--- config.mk ---
export PLATFORM = sky130hd
export DESIGN_NAME = fetch_stage
export DESIGN_NICKNAME = d
export VERILOG_FILES = /design/src/rtl/fetch_stage.sv
export SDC_FILE = /design/constraint.sdc
export NUM_CORES = 1
export LEC_CHECK = 0
export CAP_MARGIN = 20
export CORE_MARGIN = 2
export CORE_UTILIZATION = 57
export CTS_CLUSTER_DIAMETER = 80
export CTS_CLUSTER_SIZE = 16
export DETAILED_ROUTE_END_ITERATION = 7
export DONT_BUFFER_PORTS = 1
export PLACE_DENSITY_LB_ADDON = 0.12
export SKIP_CTS_REPAIR_TIMING = 1
export SLEW_MARGIN = 20
export SYNTH_ARGS = -nofsm -noshare
export SYNTH_HDL_FRONTEND = slang
export SYNTH_SLANG_ARGS = --single-unit
--- constraint.sdc ---
create_clock -name clk -period 4.3 [get_ports clk]
set_clock_uncertainty 0.05 [all_clocks]
set_input_delay 0.43 -clock clk [delete_from_list [all_inputs] [get_ports clk]]
set_output_delay 0.43 -clock clk [all_outputs]
set_load 0.005 [all_outputs]
--- src/rtl/fetch_stage.sv ---
// rtl/fetch_stage.sv - IF stage: PC, instruction-memory read handshake, IF/ID register
//
// Purpose: owns the fetch PC and issues one instruction-memory read at a time.
// It predicts not-taken (PC+1) and follows redirects from EX/ID. Returned words
// go into the IF/ID register. If IF/ID cannot accept a word, the word waits in a
// one-entry hold buffer.
//
// Ports:
//   clk, reset_n                 clock (rising edge), asynchronous active-low reset
//   pc_write, ir_write           hazard-unit permission to advance PC / load IF/ID
//   stall_IFID, flush_IFID       hold IF/ID / clear IF/ID to a bubble
//   redirect_valid, redirect_pc  PC redirect on jump or branch miss
//   i_readM, i_address           instruction-memory request and its address
//   i_data, i_inputReady         returned word, valid for one cycle per request
//   instr_IFID, pc_IFID          IF/ID instruction and its address
//   pc_plus1_IFID                IF/ID link value (pc_IFID + 1)
//   valid_IFID                   IF/ID holds a real instruction
//   fetch_wait                   IF/ID got a bubble because no word was available

module fetch_stage #(
  parameter int                   WORD_SIZE = 16,
  parameter logic [WORD_SIZE-1:0] RESET_PC  = '0
) (
  input  logic                 clk,
  input  logic                 reset_n,
  input  logic                 pc_write,
  input  logic                 ir_write,
  input  logic                 stall_IFID,
  input  logic                 flush_IFID,
  input  logic                 redirect_valid,
  input  logic [WORD_SIZE-1:0] redirect_pc,
  output logic                 i_readM,
  output logic [WORD_SIZE-1:0] i_address,
  input  logic [WORD_SIZE-1:0] i_data,
  input  logic                 i_inputReady,
  output logic [WORD_SIZE-1:0] instr_IFID,
  output logic [WORD_SIZE-1:0] pc_IFID,
  output logic [WORD_SIZE-1:0] pc_plus1_IFID,
  output logic                 valid_IFID,
  output logic                 fetch_wait
);

  typedef enum logic [1:0] {S_REQ, S_HOLD, S_DRAIN} state_t;

  state_t               state;
  logic [WORD_SIZE-1:0] pc;
  logic [WORD_SIZE-1:0] hold_data;
  logic [WORD_SIZE-1:0] pc_inc;
  logic [WORD_SIZE-1:0] redirect_tgt;
  logic [WORD_SIZE-1:0] load_data;
  logic                 advance;
  logic                 kill;
  logic                 mem_ready;
  logic                 load_ifid;

  assign advance      = pc_write & ir_write & ~stall_IFID;
  assign kill         = redirect_valid | flush_IFID;
  // A ready pulse counts only against an outstanding request.
  // i_readM is low in S_HOLD and in the issue cycle after reset.
  assign mem_ready    = i_readM & i_inputReady;
  assign pc_inc       = pc + WORD_SIZE'(1);
  assign redirect_tgt = redirect_valid ? redirect_pc : pc;

  // The word that may enter IF/ID this cycle: either fresh from memory, or
  // parked in the hold buffer.
  assign load_ifid = ~redirect_valid & advance &
                     (((state == S_REQ) & mem_ready) | (state == S_HOLD));
  assign load_data = (state == S_HOLD) ? hold_data : i_data;

  // Fetch FSM. While a request is outstanding in S_REQ, pc equals i_address.
  // Every entry to S_REQ issues the next request immediately. This keeps
  // i_readM high back-to-back when memory answers every cycle.
  always_ff @(posedge clk or negedge reset_n) begin
    if (!reset_n) begin
      state     <= S_REQ;
      pc        <= RESET_PC;
      hold_data <= '0;
      i_readM   <= 1'b0;
      i_address <= '0;
    end else begin
      case (state)
        S_REQ: begin
          if (!i_readM) begin
            pc        <= redirect_tgt;
            i_readM   <= 1'b1;
            i_address <= redirect_tgt;
          end else if (i_inputReady) begin
            if (redirect_valid) begin
              pc        <= redirect_pc;
              i_address <= redirect_pc;
            end else if (advance) begin
              pc        <= pc_inc;
              i_address <= pc_inc;
            end else begin
              hold_data <= i_data;
              i_readM   <= 1'b0;
              state     <= S_HOLD;
            end
          end else if (redirect_valid) begin
            // The request cannot be withdrawn. Its answer is discarded in
            // S_DRAIN, and i_address is held meanwhile.
            pc    <= redirect_pc;
            state <= S_DRAIN;
          end
        end
        S_HOLD: begin
          if (redirect_valid) begin
            pc        <= redirect_pc;
            i_readM   <= 1'b1;
            i_address <= redirect_pc;
            state     <= S_REQ;
          end else if (advance) begin
            pc        <= pc_inc;
            i_readM   <= 1'b1;
            i_address <= pc_inc;
            state     <= S_REQ;
          end
        end
        S_DRAIN: begin
          pc <= redirect_tgt;
          if (i_inputReady) begin
            i_address <= redirect_tgt;
            state     <= S_REQ;
          end
        end
        default: begin
          state   <= S_REQ;
          i_readM <= 1'b0;
        end
      endcase
    end
  end

  // IF/ID register.
  // Priority: kill, then hold, then load, then a bubble flagged by fetch_wait.
  always_ff @(posedge clk or negedge reset_n) begin
    if (!reset_n) begin
      instr_IFID    <= '0;
      pc_IFID       <= '0;
      pc_plus1_IFID <= '0;
      valid_IFID    <= 1'b0;
      fetch_wait    <= 1'b0;
    end else if (kill) begin
      instr_IFID    <= '0;
      pc_IFID       <= '0;
      pc_plus1_IFID <= '0;
      valid_IFID    <= 1'b0;
      fetch_wait    <= 1'b0;
    end else if (stall_IFID | ~ir_write) begin
      instr_IFID    <= instr_IFID;
      pc_IFID       <= pc_IFID;
      pc_plus1_IFID <= pc_plus1_IFID;
      valid_IFID    <= valid_IFID;
      fetch_wait    <= fetch_wait;
    end else if (load_ifid) begin
      instr_IFID    <= load_data;
      pc_IFID       <= pc;
      pc_plus1_IFID <= pc_inc;
      valid_IFID    <= 1'b1;
      fetch_wait    <= 1'b0;
    end else begin
      instr_IFID    <= '0;
      pc_IFID       <= '0;
      pc_plus1_IFID <= '0;
      valid_IFID    <= 1'b0;
      fetch_wait    <= 1'b1;
    end
  end

endmodule
=== Word level (Yosys, flattened, before mapping) ===
Cells that the tools add are included.

* Register bits after elaboration: 101
* Input bits: 40
* Output and inout port bits: 67
* Word-level logic and storage cells: 85

* Add/subtract/negate cells: 1
* Eq/ne operators: 10
* Multiplexer cells: 44
* Bitwise logic cells: 14
* Reductions and logical operators: 6

{| class="wikitable"
|+ Operators with widths
! cell !! number
|-
| $mux 16 || 20
|-
| $pmux 16 s3 || 2
|-
| $add 16x1->16 const B || 1
|-
| $mux 2 || 8
|-
| $ne 3x3->1 const B || 5
|-
| $mux 1 || 12
|-
| $and 1x1->1 || 6
|-
| $ne 2x2->1 const B || 3
|-
| $pmux 2 s3 || 1
|-
| $reduce_and 6->1 || 1
|-
| $not 1->1 || 5
|-
| $reduce_and 5->1 || 1
|-
| $or 1x1->1 || 3
|-
| $pmux 1 s3 || 1
|-
| $reduce_and 3->1 || 1
|-
| $reduce_bool 3->1 || 1
|-
| $eq 2x1->1 const B || 1
|-
| $eq 2x2->1 const B || 1
|-
| $logic_not 2->1 || 1
|-
| $reduce_and 2->1 || 1
|}

=== Logic depth before layout (Yosys ltp) ===
Gate-level depths: netlist of run 1.

* Word-level depth: 7
* Depth in mapped cells: 9
* Mapped depth without buffers: 7

=== Worst setup path before layout of run 1 ===
OpenSTA, ideal clock, no wires.

* Path kind: reg-to-reg
* From: register state[0]
* To: register pc[0]
* Library setup time: 0.094 ns
* Data arrival time: 1.908 ns
* Data required time: 4.156 ns
* Setup slack: 2.248 ns
* Stages on the path, launching flop included: 10
* Path buffers: 3
* Period minus slack after synthesis: 2.052 ns
* Path through: dfrtp_1 -> inv_1 -> ha_1 -> buf_2 -> clkbuf_1 -> clkbuf_1 -> o21ai_0 -> a21oi_1 -> nor3_1 -> a211oi_1

* Cells in the longest elaborated chain, start to end: 2
* Elaborated cells between the ends (all ways): 5
* Classes of those cells: eq/ne: 2; mux: 1; reduce/logical: 2

{| class="wikitable"
|+ RTL lines
! element !! line !! RTL
|-
| from (decl) || 45 || <nowiki>state_t state;</nowiki>
|-
| from (signal assigned) || 75 || <nowiki>state <= S_REQ;</nowiki>
|-
| from (signal assigned) || 97 || <nowiki>state <= S_HOLD;</nowiki>
|-
| from (signal assigned) || 103 || <nowiki>state <= S_DRAIN;</nowiki>
|-
| $eq 2x2->1, or another cell as far along || 81 || <nowiki>case (state)</nowiki>
|-
| $pmux 16 s3 or $reduce_bool 3->1 (tied branches) || n/a ||
|-
| to (signal assigned) || 84 || <nowiki>pc <= redirect_tgt;</nowiki>
|-
| to (signal assigned) || 89 || <nowiki>pc <= redirect_pc;</nowiki>
|-
| to (signal assigned) || 92 || <nowiki>pc <= pc_inc;</nowiki>
|-
| to (decl) || 46 || <nowiki>logic [WORD_SIZE-1:0] pc;</nowiki>
|}

Parallel ways exist; a longest one is shown, timed or not.
A chain may end at the register's enable or synchronous reset.

=== Final worst setup path of run 1 ===
* From: register state[0]
* To: register i_address[8]

* Cells in the longest elaborated chain, start to end: 3
* Elaborated cells between the ends (all ways): 8
* Classes of those cells: eq/ne: 4; mux: 1; reduce/logical: 3

{| class="wikitable"
|+ RTL lines
! element !! line !! RTL
|-
| $eq 2x2->1, or another cell as far along || 81 ||
|-
| $ne 2x2->1 (no source line), or another cell as far along || n/a ||
|-
| $reduce_and 3->1 (no source line) || n/a ||
|-
| to (signal assigned) || 86 || <nowiki>i_address <= redirect_tgt;</nowiki>
|-
| to (signal assigned) || 90 || <nowiki>i_address <= redirect_pc;</nowiki>
|-
| to (signal assigned) || 93 || <nowiki>i_address <= pc_inc;</nowiki>
|-
| to (decl) || 33 || <nowiki>output logic [WORD_SIZE-1:0] i_address,</nowiki>
|}

Parallel ways exist; a longest one is shown, timed or not.

==> metrics.yaml, run 1 <==
min_period_ns: 2.88
status: "finished, final reports clean"
rsz0062_at_grt: "no"
r2r_end: "i_address[8]$_DFFE_PN0P_"
final_common_cell: "dfrtp_1"
fp-row-count: 37
worst_path_dominant_cell_family: "compound AO/OA/AOI/OAI gates"
hold_depth: 1
min_from: "flush_IFID"
synth_top_area_share_pct: 41.1
dp_hpwl_mm: 12.3
grt_pass1_vias: 5265
synthFlopType: "dfrtp_1"
wl_mm: 18.6
cp-end-kind: "flip-flop"
worstPathArrival_ns: 3.12
r2r_slack_ns: 1.42
hold_end: "fetch_wait$_DFFE_PN0P_"
design.die.area_sq_mm: 0.0116
cts_tree: "yes"
irDropWorstVdd_mv: 0.479
cts_max_path_buffers: 2
p_per_area_mw_per_mm2: 681
path_class: "flip-flop to flip-flop"
final_nets: 696
dp_cells: 774
cp-start-kind: "flip-flop"
grt_usage_pct: 32.8
fin_crit_sh_pct: 66.9
worst_pin_slew_ns: 1.02
final-instance-count-excl-fill: 792
drive_gt1_share_pct: 9.76
cts_root_buf: "clkbuf_8"
grt.overflow.total: 0
max_stage_delay_ns: 0.79
rr_startpoint: "state[0]$_DFFE_PN0P_"
synth-async-reset-ratio_pct: 100
critPathMaxFanout: 25
netlist_area_sq_mm: 0.00616
path_buf_inv: 2
start_util_pct: 59.1
grt_max_degree: 102
drtIter0Drc: 623
syn-num-nets: 737
gp_congestion: 0.933
n_antenna_cell: 0
routedWlPerCell_um: 23.5
avgSynthCellArea_sq_um: 8.90
fp.dieH_um: 108
finalSetupViolCount: 0
cp.required_ns: 4.54
ant_nets: 0
yosysUniqueCellTypes: 69
drc: 0
worst-r2r-cell-count: 8
timing.final.hold_violations: 0
final_cell_mix: "dfrtp_1 (101), nand2_1 (83), o21ai_0 (78)"
cts_max_level: 3
place_ws_ns: 1.48
fin_tns_setup_ns: 0
cts_made_buffers: 9
synthTopCellsByArea: "dfrtp_1 (41%), o21ai_0 (6.4%), mux2i_1 (5.5%), nand2_1 (5.1%), a21oi_1 (3.7%)"
synth_edf_count: 0
area_growth_pct: 3.50
pin_count: 107
cts_num_sinks: 101
synth_warnings: 0
antenna_found_initial: 0
slowest_stage: "ha_1"
yosysSeqAreaShare_pct: 41.1
layout_setup_ws_ns: 1.42
clkTransAtPathRegs_ns: 0.10
fmaxAchievable_ghz: 0.347
port_buffers: 0
hold_class: "input pin to flip-flop"
core_area_sq_mm: 0.0104
post-route-util_pct: 61.2
ys_seq_elements: 101
syn_inst: 692
drt-pass1-iter-count: 5
yosys.area.top_type: "dfrtp_1"
clk_latency_ns: 0.39
drt-vias-per-instance: 7.02
grt_pass1_wl_mm: 29.3
slew_viol_final: 0
max-cap-violations: 0
die_w_um: 108
power_w: 0.00434
vias: 5560
crit_chain: "inv_1 -> ha_1 -> a21oi_1 -> o21ai_1 -> buf_4 -> a2111oi_0 -> o21ai_0 -> a21bo_2"
relSlewSlack_pct: 32.2
leakagePower_nw: 2.57
==> layer usage <==
| layer | vias to the layer above | share of wire, % | global-route usage [%] |
|---|---|---|---|
| met5 | - | 0 | 0 |
| met2 | 363 | 44 | 48.5 |
| li1 | 2463 | - | - |
| met1 | 2689 | 43 | 46.6 |
| met3 | 45 | 10 | 7.69 |
| met4 | 0 | 2.7 | 13.0 |
==> synthesized netlist by cell type, types with 3 or more instances <==
cell type    n
xor2_1       4
o31a_1       4
clkbuf_1    35
a22o_1      15
ha_1         5
dfrtp_1    101
inv_1       15
o21ai_0     79
a21oi_1     45
and3b_1      3
nor4_1      13
o221ai_1     3
buf_2       16
nand4_1      3
nand3_1     16
xnor2_1      7
a31oi_1     15
mux2_2      19
o31ai_1      9
nor2b_1      4
nor3_1      12
a211oi_1     5
nand2b_1    10
buf_1        7
a21o_1       5
a21boi_0     3
nor2_1      38
and2_1       5
a221o_1      5
or4_1        5
mux2i_1     34
a221oi_1     5
nor4_2       4
o21a_1       9
nand2_1     83
==> state kept, by name, indices dropped and copies added (netlist names) <==
register,cells
pc_IFID,16
pc_plus1_IFID,16
i_address,16
fetch_wait,1
instr_IFID,16
i_readM,1
state,2
hold_data,16
valid_IFID,1
pc,16
==> kinds of logic (layout without fill, tap and decap cells) <==
| family | after synthesis | in the layout | share of synthesized area, % |
|---|---|---|---|
| AO/OA/AOI/OAI | 231 | 231 | 24.2 |
| XOR/XNOR | 11 | 11 | 1.57 |
| adder cells (fa/ha/maj) | 5 | 5 | 1.02 |
| buffers and inverters | 77 | 41 | 5.39 |
| flip-flops | 101 | 101 | 41.1 |
| multiplexers | 53 | 53 | 9.00 |
| AND/OR/NAND/NOR | 214 | 214 | 17.8 |
==> report_power, final <==
group / internal [W] / switching [W]
Clock: 0.000290 / 0.000365
Combinational: 0.000828 / 0.00125
Sequential: 0.00120 / 0.000404
==> worst max path at each step <==
stage | start | end | slack, ns | cells after the start
after detailed placement | state[0]$_DFFE_PN0P_ | i_address[8]$_DFFE_PN0P_ | 1.48 | 8
after floorplan | state[0]$_DFFE_PN0P_ | pc[0]$_DFFE_PN0P_ | 2.25 | 9
after CTS | state[0]$_DFFE_PN0P_ | i_address[8]$_DFFE_PN0P_ | 1.47 | 8
after global placement | state[0]$_DFFE_PN0P_ | i_address[8]$_DFFE_PN0P_ | 1.60 | 8
final | state[0]$_DFFE_PN0P_ | i_address[8]$_DFFE_PN0P_ | 1.42 | 8
after global routing | state[0]$_DFFE_PN0P_ | i_address[8]$_DFFE_PN0P_ | 1.20 | 8
==> per-stage QoR <==
stage	hold WS, ns	cell area, sq um
global route	0.0409	6370
global placement	0.0866	6120
CTS	-0.343	6330
floorplan	0.0844	6160
finish	0.0464	6370
detailed placement	0.0865	6130
==> final cells by class <==
type / instances / area, sq um
clock buffer: 10 / 138
clock inverter: 6 / 70.1
multi-input combinational: 514 / 3310
inverter: 15 / 56.3
tap: 136 / 170
timing repair buffer: 10 / 97.6
fill: 919 / 4050
sequential: 101 / 2530
Note: power is estimated with default switching activity, not from simulation.
==> inputs of run 2 (changes only) <==
==> constraint.sdc (replaced) <==
create_clock -name clk -period 2.6 [get_ports clk]
set_clock_uncertainty 0.05 [all_clocks]
set_input_delay 0.26 -clock clk [delete_from_list [all_inputs] [get_ports clk]]
set_output_delay 0.26 -clock clk [all_outputs]
set_load 0.005 [all_outputs]
==> metrics.yaml, run 2 (synthesized netlist as in run 1, its figures left out) <==
status: "complete, but fails checks"  # was finished, final reports clean
violations: "hold timing"
leakagePower_nw: 2.80  # was 2.57 nW
fp-row-count: 37  # unchanged
routedWlPerCell_um: 22.3  # was 23.5 um
grt_usage_pct: 33.2  # was 32.8%
power_frac_comb_pct: 53.8  # was 48.0%
crit_end: "i_address[12]$_DFFE_PN0P_"  # was i_address[8]$_DFFE_PN0P_
max-cap-violations: 0  # unchanged
critPathMaxFanout: 18  # was 25
grt.overflow.total: 0  # unchanged
pin_count: 107  # unchanged
vias: 5678  # was 5560
clockPowerShare_pct: 13.0  # was 15.1%
final_common_cell: "dfrtp_1"  # unchanged
drt-vias-per-instance: 6.73  # was 7.02
cts_max_level: 3  # unchanged
dp_hpwl_mm: 13.4  # was 12.3 mm
crit_chain: "inv_1 -> ha_1 -> nor2_1 -> a22oi_1 -> a21o_1 -> a32o_1"  # was inv_1 -> ha_1 -> a21oi_1 -> o21ai_1 -> buf_4 -> a2111oi_0 -> o21ai_0 -> a21bo_2
cp-startpoint: "state[0]$_DFFE_PN0P_"  # unchanged
relSlewSlack_pct: 46.9  # was 32.2%
design.die.area_sq_mm: 0.0116  # unchanged
grt_pass1_vias: 5352  # was 5265
cts_max_path_buffers: 2  # unchanged
drc: 0  # unchanged
cp-end-kind: "flip-flop"  # unchanged
cts_num_sinks: 101  # unchanged
area_growth_pct: 10.1  # was 3.50%
cp.required_ns: 2.82  # was 4.54 ns
p_sw_share_pct: 45.3  # was 46.6%
grt_pass1_wl_mm: 29.5  # was 29.3 mm
final_nets: 748  # was 696
whs_ns: -0.475  # was 0.0464 ns
cp-start-kind: "flip-flop"  # unchanged
grt_max_degree: 102  # unchanged
fin_crit_sh_pct: 95.7  # was 66.9%
clk_latency_ns: 0.38  # was 0.39 ns
rr_startpoint: "state[0]$_DFFE_PN0P_"  # unchanged
max_stage_delay_ns: 0.70  # was 0.79 ns
switching_power_w: 0.00334  # was 0.00202 W
slew_viol_final: 0  # unchanged
finalSetupViolCount: 0  # unchanged
worstPathArrival_ns: 2.71  # was 3.12 ns
drtIter0Drc: 614  # was 623
fin_area_sq_mm: 0.00678  # was 0.00637 sq mm
cp.depth: 6  # was 8
wl_mm: 18.8  # was 18.6 mm
port_buffers: 0  # unchanged
min_period_ns: 2.49  # was 2.88 ns
worst-r2r-cell-count: 6  # was 8
r2r_end: "i_address[12]$_DFFE_PN0P_"  # was i_address[8]$_DFFE_PN0P_
r2r_slack_ns: 0.11  # was 1.42 ns
irDropWorstVdd_mv: 0.802  # was 0.479 mV
n_antenna_cell: 0  # unchanged
clkTransAtPathRegs_ns: 0.10  # about the same
ant_nets: 0  # unchanged
start_util_pct: 59.1  # unchanged
drive_gt1_share_pct: 13.6  # was 9.76%
worst_path_dominant_cell_family: "simple AND/OR/NAND/NOR gates"  # was compound AO/OA/AOI/OAI gates
power_frac_seq_pct: 33.1  # was 36.9%
slowest_stage: "nor2_1"  # was ha_1
cts_made_buffers: 9  # unchanged
drt-pass1-iter-count: 5  # unchanged
worst_pin_slew_ns: 0.794  # was 1.02 ns
internal_power_w: 0.00404  # was 0.00232 W
cts_tree: "yes"  # unchanged
place_area_sq_mm: 0.00640  # was 0.00613 sq mm
p_per_area_mw_per_mm2: 1090  # was 681 mW/mm^2
fp.dieH_um: 108  # unchanged
fillerInstances: 866  # was 919
fin_tns_setup_ns: 0  # unchanged
core_area_sq_mm: 0.0104  # unchanged
gp_congestion: 0.975  # was 0.933
fmaxAchievable_ghz: 0.402  # was 0.347 GHz
cts_root_buf: "clkbuf_8"  # unchanged
die_w_um: 108  # unchanged
timing.final.hold_violations: 101  # was 0
rsz0062_at_grt: "no"  # unchanged
antenna_found_initial: 0  # unchanged
path_class: "flip-flop to flip-flop"  # unchanged
path_buf_inv: 1  # was 2
final_cell_mix: "dfrtp_1 (101), nand2_1 (83), o21ai_0 (78)"  # unchanged
hold_class: "input pin to asynchronous set/reset pin"  # was input pin to flip-flop
-- run 2: layout make-up --
| class | instances | area, sq um | share of cell area, % |
|---|---|---|---|
| Clock buffer | 12 | 155 | 2.29 |
| Clock inverter | 4 | 30.0 | 0.443 |
| Inverter | 15 | 56.3 | 0.831 |
| Multi-Input combinational cell | 514 | 3310 | 48.9 |
| Sequential cell | 101 | 2530 | 37.3 |
| Tap cell | 136 | 170 | 2.51 |
| Timing Repair Buffer | 62 | 526 | 7.76 |
-- run 2: routing by layer --
metal	share of wire [%]	routed length, um	vias up	track usage [%]
met1	43	8020	2735	48.4
li1	-	-	2566	-
met5	0	0	-	0
met3	12	2180	31	9.56
met2	44	8280	346	48.4
met4	1.8	341	0	8.79
-- run 2: worst min-delay path by stage --
stage	startpoint	to	slack [ns]	depth (start not counted)
floorplan	reset_n	fetch_wait$_DFFE_PN0P_	-0.09	0
CTS	reset_n	pc[8]$_DFFE_PN0P_	-0.49	0
finish	reset_n	pc_plus1_IFID[4]$_DFFE_PN0P_	-0.48	0
global route	reset_n	valid_IFID$_DFFE_PN0P_	-0.50	0
detailed placement	reset_n	pc_plus1_IFID[6]$_DFFE_PN0P_	-0.08	0
global placement	reset_n	pc_plus1_IFID[6]$_DFFE_PN0P_	-0.08	0
-- run 2: power by group through the flow --
stage | Clock [W] | Combinational (W) | Sequential (W)
final | 0.000961 | 0.00397 | 0.00245
after global routing | 0.00105 | 0.00432 | 0.00250
after CTS | 0.000973 | 0.00385 | 0.00244
after detailed placement | 0 | 0.00383 | 0.00247
after global placement | 0 | 0.00375 | 0.00245
after floorplan | 0 | 0.00288 | 0.00223
-- run 2: metrics by stage --
stage / hold slack [ns] / utilization (%) / instances / total power (W) / setup slack [ns]
after floorplan: -0.0856 / - / 692 / 0.00511 / 0.548
after global placement: -0.0835 / 61.4 / 809 / 0.00620 / 0.319
after detailed placement: -0.0837 / 61.4 / 809 / 0.00631 / 0.215
after CTS: -0.492 / 63.2 / 825 / 0.00726 / 0.178
after global routing: -0.504 / 65.0 / 844 / 0.00787 / 0.0362
final: -0.475 / 65.0 / 844 / 0.00738 / 0.111
-- run 2: worst reg2reg max path: cells and delay by family (launching register included) --
kind | cells | cell delay, ns
and+or+nand+nor | 1 | 0.71
AOI/OAI and AO/OA | 3 | 0.61
adders and majority gates | 1 | 0.53
DFF | 1 | 0.40
buffers and inverters | 1 | 0.09
==> inputs of run 3 (changes only) <==
--- a/config.mk
+++ b/config.mk
@@ -5,7 +5,7 @@
 export SDC_FILE = /design/constraint.sdc
 export NUM_CORES = 1
 export LEC_CHECK = 0
-export CAP_MARGIN = 20
+export CAP_MARGIN = 10
 export CORE_MARGIN = 2
 export CORE_UTILIZATION = 57
 export CTS_CLUSTER_DIAMETER = 80
@@ -13,7 +13,6 @@
 export DETAILED_ROUTE_END_ITERATION = 7
 export DONT_BUFFER_PORTS = 1
 export PLACE_DENSITY_LB_ADDON = 0.12
-export SKIP_CTS_REPAIR_TIMING = 1
 export SLEW_MARGIN = 20
 export SYNTH_ARGS = -nofsm -noshare
 export SYNTH_HDL_FRONTEND = slang
==> metrics.yaml, run 3 (synthesized netlist as in run 1, its figures left out) <==
die_w_um: 108  # unchanged
antenna_found_initial: 0  # unchanged
switching_power_w: 0.00334  # about the same
cts_tree: "yes"  # unchanged
routedWlPerCell_um: 22.3  # about the same
pin_count: 107  # unchanged
drive_gt1_share_pct: 13.5  # was 13.6%
slew_viol_final: 0  # unchanged
drc: 0  # unchanged
clockPowerShare_pct: 13.0  # about the same
finalSetupViolCount: 0  # unchanged
critPathMaxFanout: 18  # unchanged
relSlewSlack_pct: 46.8  # was 46.9%
max_stage_delay_ns: 0.70  # about the same
fp.dieH_um: 108  # unchanged
area_growth_pct: 10.2  # was 10.1%
vias: 5692  # was 5678
grt_pass1_wl_mm: 30.0  # was 29.5 mm
ant_nets: 0  # unchanged
max-cap-violations: 0  # unchanged
grt_max_degree: 102  # unchanged
cts_max_level: 3  # unchanged
fmaxAchievable_ghz: 0.403  # was 0.402 GHz
r2r_slack_ns: 0.12  # was 0.11 ns
min_period_ns: 2.48  # was 2.49 ns
fin_tns_setup_ns: 0  # unchanged
violations: "hold timing"  # unchanged
leakagePower_nw: 2.81  # was 2.80 nW
fp-row-count: 37  # unchanged
power_frac_comb_pct: 53.8  # about the same
clk_latency_ns: 0.38  # about the same
cts_num_sinks: 101  # unchanged
drtIter0Drc: 641  # was 614
slowest_stage: "nor2_1"  # unchanged
cts_made_buffers: 9  # unchanged
wl_mm: 18.8  # about the same
final_common_cell: "dfrtp_1"  # unchanged
whs_ns: -0.473  # was -0.475 ns
worst_pin_slew_ns: 0.796  # was 0.794 ns
postCtsSetupRepairBufs: 0
fin_crit_sh_pct: 95.4  # was 95.7%
worstPathArrival_ns: 2.70  # was 2.71 ns
cts_root_buf: "clkbuf_8"  # unchanged
hold_class: "input pin to asynchronous set/reset pin"  # unchanged
grt_pass1_vias: 5467  # was 5352
rsz0062_at_grt: "no"  # unchanged
core_area_sq_mm: 0.0104  # unchanged
dp_hpwl_mm: 13.4  # unchanged
timing.final.hold_violations: 101  # unchanged
crit_chain: "inv_1 -> ha_1 -> nor2_1 -> a22oi_1 -> a21o_1 -> a32o_1"  # unchanged
final_cell_mix: "dfrtp_1 (101), nand2_1 (83), o21ai_0 (78)"  # unchanged
worst_path_dominant_cell_family: "simple AND/OR/NAND/NOR gates"  # unchanged
fillerInstances: 871  # was 866
status: "complete, but fails checks"  # unchanged
cp-end-kind: "flip-flop"  # unchanged
cp-startpoint: "state[0]$_DFFE_PN0P_"  # unchanged
rr_startpoint: "state[0]$_DFFE_PN0P_"  # unchanged
p_per_area_mw_per_mm2: 1090  # about the same
drt-vias-per-instance: 6.74  # was 6.73
internal_power_w: 0.00404  # about the same
design.die.area_sq_mm: 0.0116  # unchanged
port_buffers: 0  # unchanged
clkTransAtPathRegs_ns: 0.10  # about the same
cp.required_ns: 2.82  # about the same
irDropWorstVdd_mv: 0.797  # was 0.802 mV
cts_max_path_buffers: 2  # unchanged
n_antenna_cell: 0  # unchanged
final_nets: 749  # was 748
grt_usage_pct: 33.8  # was 33.2%
grt.overflow.total: 0  # unchanged
hold_buffers: 20
drt-pass1-iter-count: 5  # unchanged
gp_congestion: 0.975  # unchanged
cp-start-kind: "flip-flop"  # unchanged
power_frac_seq_pct: 33.2  # was 33.1%
path_buf_inv: 1  # unchanged
path_class: "flip-flop to flip-flop"  # unchanged
p_sw_share_pct: 45.3  # about the same
start_util_pct: 59.1  # unchanged
[run 3: cell count changes in the layout (fill, tap and decap cells not counted)]
| cell | previous run | this run |
|---|---|---|
| dlygate4sd3_1 | 19 | 20 |
[run 3: area by class of cell]
cell class / count / area, sq um / area share (%)
clock buffer: 12 / 155 / 2.29
clock inverter: 4 / 30.0 / 0.443
inverter: 15 / 56.3 / 0.830
multi-input combinational: 514 / 3310 / 48.8
sequential: 101 / 2530 / 37.2
tap: 136 / 170 / 2.51
timing repair buffer: 63 / 536 / 7.89
[run 3: power by group through the flow]
stage / registers, W / clock network [W] / logic, W
after floorplan: 0.00223 / 0 / 0.00288
after global placement: 0.00245 / 0 / 0.00375
after detailed placement: 0.00247 / 0 / 0.00383
after CTS: 0.00244 / 0.000973 / 0.00388
after global routing: 0.00251 / 0.00105 / 0.00432
final: 0.00245 / 0.000963 / 0.00397
[run 3: timing repair]
action	CTS	global route
endpoints found under the setup margin	0	0
hold endpoints to repair	120	101
resized for setup	0	0
[run 3: path summary, 6_finish.rpt]
path,to,depth (start not counted)
max,i_address[12]$_DFFE_PN0P_,6
min reg2reg,pc_plus1_IFID[13]$_DFFE_PN0P_,2
min in group clk,instr_IFID[5]$_DFFE_PN0P_,2
max reg2reg,i_address[12]$_DFFE_PN0P_,6
min,pc_plus1_IFID[6]$_DFFE_PN0P_,0
max in group asynchronous,i_address[11]$_DFFE_PN0P_,0
[run 3: per-stage QoR]
| stage | worst slack [ns] | instance area (sq um) | total power [W] | std cells | utilization, % |
|---|---|---|---|---|---|
| 4_1_cts | 0.178 | 6790 | 0.00729 | 845 | 65.1 |
| 5_1_grt | 0.0362 | 6790 | 0.00787 | 845 | 65.1 |
| 2_1_floorplan | 0.548 | 6160 | 0.00511 | 692 | - |
| 3_3_place_gp | 0.319 | 6400 | 0.00620 | 809 | 61.4 |
| 3_5_place_dp | 0.215 | 6400 | 0.00631 | 809 | 61.4 |
| 6_report | 0.119 | 6790 | 0.00738 | 845 | 65.1 |
[run 3: metal layers]
layer / track usage [%] / vias up / share of wire, %
met5: 0 / - / 0
met4: 8.79 / 0 / 1.6
met2: 49.9 / 328 / 44
met3: 9.50 / 32 / 11
li1: - / 2560 / -
met1: 49.0 / 2772 / 43
